`src/rtl/dm_arbiter.sv`:
```
// dm_arbiter: shares the single-port data RAM between the CPU MEM stage and a DMA master
// Ports: clk/reset; cpu_* request/stall/read-return; dma_* request/grant/read-return;
// addr_err sticky out-of-range flag; mem_* drive the 1-cycle-latency word-addressed RAM.
module dm_arbiter #(
  parameter int ADDR_W = 10,
  parameter int MAX_WAIT = 4
) (
  input  logic              clk,
  input  logic              reset,
  input  logic              cpu_req,
  input  logic              cpu_we,
  input  logic [31:0]       cpu_addr,
  input  logic [31:0]       cpu_wdata,
  input  logic [3:0]        cpu_be,
  output logic              cpu_stall,
  output logic              cpu_rvalid,
  output logic [31:0]       cpu_rdata,
  input  logic              dma_req,
  input  logic              dma_we,
  input  logic [31:0]       dma_addr,
  input  logic [31:0]       dma_wdata,
  input  logic [3:0]        dma_be,
  output logic              dma_gnt,
  output logic              dma_rvalid,
  output logic [31:0]       dma_rdata,
  output logic              addr_err,
  output logic              mem_en,
  output logic [3:0]        mem_we,
  output logic [ADDR_W-1:0] mem_addr,
  output logic [31:0]       mem_wdata,
  input  logic [31:0]       mem_rdata
);
  typedef enum logic [1:0] {NONE, OWN_C, OWN_D} own_t;
  own_t        rd_owner;
  logic [3:0]  wait_cnt;
  logic [31:0] cpu_hold, dma_hold, addr;
  logic        force_d, win_c, win_d, we, unused_lsb;
  assign force_d = dma_req && wait_cnt == 4'(MAX_WAIT);
  // Grants are gated by reset so the RAM sees no strobe while reset is held.
  assign win_d = !reset && (force_d || (dma_req && !cpu_req));
  assign win_c = !reset && !force_d && cpu_req;
  assign mem_en = win_c || win_d;
  assign dma_gnt = win_d;
  assign cpu_stall = cpu_req && !win_c;
  assign addr = win_d ? dma_addr : cpu_addr;
  assign we = win_d ? dma_we : cpu_we;
  assign mem_addr = addr[ADDR_W+1:2];
  assign mem_wdata = win_d ? dma_wdata : cpu_wdata;
  assign mem_we = (mem_en && we) ? (win_d ? dma_be : cpu_be) : 4'b0000;
  assign unused_lsb = ^addr[1:0];
  // Read data comes straight from the RAM output in the return cycle; otherwise the last value is held.
  assign cpu_rvalid = rd_owner == OWN_C;
  assign dma_rvalid = rd_owner == OWN_D;
  assign cpu_rdata = cpu_rvalid ? mem_rdata : cpu_hold;
  assign dma_rdata = dma_rvalid ? mem_rdata : dma_hold;
  always_ff @(posedge clk or posedge reset) begin
    if (reset) begin
      wait_cnt <= '0;
      rd_owner <= NONE;
      cpu_hold <= '0;
      dma_hold <= '0;
      addr_err <= 1'b0;
    end else begin
      wait_cnt <= (!dma_req || win_d) ? 4'd0 : (wait_cnt == 4'(MAX_WAIT) ? wait_cnt : wait_cnt + 4'd1);
      rd_owner <= (mem_en && !we) ? (win_d ? OWN_D : OWN_C) : NONE;
      if (cpu_rvalid) cpu_hold <= mem_rdata;
      if (dma_rvalid) dma_hold <= mem_rdata;
      if (mem_en && |addr[31:ADDR_W+2]) addr_err <= 1'b1;
    end
  end
endmodule

```
`config.mk`:
```
export PLATFORM = sky130hd
export DESIGN_NAME = dm_arbiter
export DESIGN_NICKNAME = d
export VERILOG_FILES = /design/src/rtl/dm_arbiter.sv
export SDC_FILE = /design/constraint.sdc
export NUM_CORES = 1
export LEC_CHECK = 0
export CORE_AREA = 2 2 114 116
export CTS_BUF_LIST = sky130_fd_sc_hd__clkbuf_4
export CTS_CLUSTER_SIZE = 8
export DETAILED_ROUTE_END_ITERATION = 7
export DIE_AREA = 0 0 116 118
export PLACE_DENSITY = 0.74
export SETUP_SLACK_MARGIN = 0.02
export SYNTH_ARGS = -nofsm -noshare
export SYNTH_HDL_FRONTEND = slang
export SYNTH_SLANG_ARGS = --single-unit
```
`constraint.sdc`:
```
create_clock -name clk -period 2.9 [get_ports clk]
set_clock_uncertainty 0.15 [all_clocks]
set_input_delay 0.435 -clock clk [delete_from_list [all_inputs] [get_ports clk]]
set_output_delay 0.435 -clock clk [all_outputs]
set_load 0.02 [all_outputs]
```
# Yosys cells after proc, flatten, opt, wreduce, memory -nomap -nowiden
# Cells that the tools add are included.
# op_classes
reduce_logical,19
add_sub_neg,1
n_eq_ne,4
muxes,11
# op_table
cell,n
32-bit two-way mux,4
20-bit OR reduction,1
4-bit two-way mux,4
1-bit logical AND,9
1-bit logical NOT,6
"4-bit by 1-bit adder with 4-bit output, second input constant",1
"4-bit by 3-bit == test with 1-bit output, second input constant",1
2-bit two-way mux,2
1-bit logical OR,3
"2-bit by 1-bit == test with 1-bit output, second input constant",1
"2-bit == test, second input constant",1
"2-bit != test, second input constant",1
1-bit two-way mux,1
# word_totals
output_inout_bits,116
input_bits,174
regBits,71
wordCells,40

# Longest topological paths before layout
# logic_depth
depth_word,8
ltp_mapped,7

# Worst setup path before layout
# Ideal clock, no wire load.
# synth_path
path_type,input to output
startpoint,input reset
endpoint,output mem_we[0]
path_buffers,0
cell_stages,3
required_ps,2315
arrival_ps,3031
slack_ps,-716
path_cell_list,inv_1 -> o21ai_1 -> nor3_1
# synth_between
elab_chain_cells,6
elab_cells_between_ends,9
# synth_lines
element,line,rtl
from (decl),9,"input logic reset,"
1-bit logical NOT (no source line) *,-,
1-bit logical AND (2 in series),41,assign win_c = !reset && !force_d && cpu_req;
1-bit logical OR,42,assign mem_en = win_c || win_d;
1-bit logical AND,49,assign mem_we = (mem_en && we) ? (win_d ? dma_be : cpu_be) : 4'b0000;
4-bit two-way mux *,49,
to (decl),28,"output logic [3:0] mem_we,"
# Every way passes the cells marked *; elsewhere a longest branch is shown, timed or not.

# Worst setup path after layout
# layout_path
startpoint,register wait_cnt[1]
endpoint,output mem_wdata[18]
# layout_between
elab_chain_cells,5
# layout_lines
element,line,rtl
from (decl),35,logic [3:0] wait_cnt;
from (signal assigned),64,wait_cnt <= (!dma_req || win_d) ? 4'd0 : (wait_cnt == 4'(MAX_WAIT) ? wait_cnt : wait_cnt + 4'd1);
4-bit by 3-bit == test with 1-bit output,38,assign force_d = dma_req && wait_cnt == 4'(MAX_WAIT);
1-bit logical AND,38,
1-bit logical OR,40,assign win_d = !reset && (force_d || (dma_req && !cpu_req));
1-bit logical AND,40,
32-bit two-way mux,48,assign mem_wdata = win_d ? dma_wdata : cpu_wdata;
to (decl),30,"output logic [31:0] mem_wdata,"
# Every way passes these cells.

==> flow_metrics.env <==
export IMPL_status="finished clean"
export IMPL_grt_max_degree=72
export IMPL_cts_sinks=71
export IMPL_synth_yosys_seq_area_share_pct=51.9
export IMPL_grt_pass1_wl_mm=18.7
export IMPL_crit_path_end_kind="output pin"
export IMPL_worst_pin_slew_ns=0.904
export IMPL_start_util_pct=27.6
export IMPL_syn_nets=421
export IMPL_cts_clk_slew_worst_paths_ns=0.11
export IMPL_rsz0062_at_grt="false"
export IMPL_cts_buffers=9
export IMPL_dp_hpwl_mm=10.2
export IMPL_post_route_min_period_ns=2.77
export IMPL_syn_inst=245
export IMPL_dieArea_um2=13700
export IMPL_antenna_found_initial=0
export IMPL_final_setup_viol_count=0
export IMPL_core_um2=12400
export IMPL_route_detailed_vias_per_inst=4.42
export IMPL_grt_total_usage_pct=17.9
export IMPL_grt_overflow=0
export IMPL_hold_viol_final=0
export IMPL_io_pins=290
export IMPL_area_growth_pct=92.7
export IMPL_setup_worst_path_class="register to output pin"
export IMPL_layout_commonest_cell="clkdlybuf4s50_1"
export IMPL_ys_ff_latch=71
export IMPL_ys_warn_count=0
export IMPL_yosys_top_cells_area="dfrtp_1 (52%), mux2_2 (35%), nor4_1 (1.8%)"
export IMPL_fin_tns_setup_ns=0
export IMPL_synth_top_area_share_pct=51.9
export IMPL_drtIter0Drc=71
export IMPL_max_cap_violations=0
export IMPL_worstPathArrival_ns=2.19
export IMPL_clk_insertion_delay_late_ns=0.41
export IMPL_worstSetupStartpointType="register"
export IMPL_finalPower_uw=3380
export IMPL_grt_pass1_vias=3499
export IMPL_synth_cell_area_um2=3420
export IMPL_cts_tree="done"
export IMPL_gp_congestion=0.793
export IMPL_die_x_um=116
export IMPL_ys_types=28
export IMPL_rows=41
export IMPL_cp_max_fo=10
export IMPL_drc=0
export IMPL_hp_class="register to register"
export IMPL_regToRegSetupSlack_ns=1.06
export IMPL_route_vias_total=3201
export IMPL_die_y_um=118
export IMPL_drt_total_wl_mm=12.4
export IMPL_first_pass_iters=4
export IMPL_avgSynthCellArea_um2=14.0
export IMPL_io_buffers=285
export IMPL_layout_common_cells="clkdlybuf4s50_1 (238), mux2_2 (106), dfrtp_1 (71)"
export IMPL_synth_area_leader_cell="dfrtp_1"
export IMPL_fmax_mhz=361
export IMPL_slew_violations=0
export IMPL_layout_nets=722
export IMPL_period_share_pct=95.6
export IMPL_cp_data_required_time_ns=2.32
export IMPL_power_leakage_uw=0.00272
export IMPL_maxSlewHeadroom_pct=39.7
export IMPL_cellPowerDensity_nw_per_um2=513
export IMPL_clock_path_buffers=2
export IMPL_vdd_drop_max_uv=239
export IMPL_drive_gt1_share_pct=33.6
export IMPL_cts_root_buffer="clkbuf_4"
export IMPL_ant_nets=0
export IMPL_ctsHoldBuffers=0
export IMPL_wl_per_cell_um=17.2
export IMPL_cts_htree_levels=3
-- cell usage after synthesis (all sizes together) --
cell type and count:
nor2b 2, nand2b 4, mux2i 5, o22ai 1, xor2 1, nor4 10, nand2 2, mux2 106
a211o 1, and4b 1, and3 2, nand3 4, o211ai 1, nor2 2, ha 2, a21oi 1
dfrtp 71, nand3b 1, o21ai 3, buf 11, a311oi 1, clkbuf 2, o21a 1, inv 5
nor3 5
-- cell type report --
class                   instances  area, um2
fillers                      1144       5820
repair buffers                303       2860
flip-flops and latches         71       1780
multi-input cells             156       1580
well taps                     172        215
clock buffers                  13       97.6
clock inverters                 3       43.8
inverters                       5       22.5
diodes                          1       2.50
-- worst max-delay path: stages (launching register included) --
cell	delay, ns
dfrtp_1	0.42
inv_2	0.09
ha_4	0.16
nand3b_4	0.10
a21oi_4	0.18
buf_6	0.17
mux2_2	0.34
dlygate4sd2_1	0.33
-- per-layer routing --
layer	GRT usage (%)	routed length (um)	vias to the layer above
met4	7.22	320	0
met3	5.97	1100	24
met1	18.2	4380	1519
met2	33.0	6630	164
li1	-	-	1494
met5	0	0	-
-- what timing repair did --
item | 4_1_cts | 5_1_grt
pin swaps | 1 | 0
endpoints found under the setup margin | 59 | 34
gates cloned | 1 | 0
resized for setup | 151 | 30
buffers inserted | 3 | 0
-- flip-flops by register name, indices dropped and copies added, names as in the netlist --
signal    count
rd_owner      2
cpu_hold     32
dma_hold     32
addr_err      1
wait_cnt      4
-- cell families (layout without fill, tap and decap cells) --
| group | count (synthesis) | count (layout) | share of synthesized area (%) |
|---|---|---|---|
| other cells | 0 | 1 | 0 |
| mux | 111 | 111 | 36.3 |
| compound gates | 9 | 9 | 2.05 |
| flops | 71 | 71 | 51.9 |
| fa+ha+maj | 2 | 2 | 0.731 |
| simple gates | 33 | 33 | 5.92 |
| buf+inv | 18 | 324 | 2.85 |
| xor+xnor | 1 | 1 | 0.256 |
-- final timing paths --
path | startpoint | to | cells after the start
setup / recovery | wait_cnt[1]$_DFFE_PP0P_ | mem_wdata[18] | 7
hold / removal | addr_err$_DFFE_PP0P_ | addr_err$_DFFE_PP0P_ | 1
setup reg to reg | wait_cnt[1]$_DFFE_PP0P_ | addr_err$_DFFE_PP0P_ | 8
hold reg to reg | addr_err$_DFFE_PP0P_ | addr_err$_DFFE_PP0P_ | 1
max in group asynchronous | reset | dma_hold[27]$_DFF_PP0_ | 4
min in group asynchronous | reset | cpu_hold[21]$_DFF_PP0_ | 4
-- metrics by stage --
stage	util [%]	hold slack, ns	std cells	cell area [um2]	setup WS (ns)
after floorplan	-	0.351	245	3430	0.116
after global placement	52.7	0.327	703	6540	-0.0907
after detailed placement	52.7	0.315	703	6540	-0.111
after CTS	54.5	0.351	723	6760	0.00861
after global routing	53.1	0.368	723	6600	0.0258
final	53.1	0.348	724	6600	0.127
-- power by group --
| part | switching [uW] | internal [uW] | leakage, uW |
|---|---|---|---|
| registers | 50.2 | 1200 | 0.000848 |
| clock network | 330 | 303 | 0.0000820 |
| logic | 682 | 824 | 0.00179 |
(Power assumes the default switching activity.)
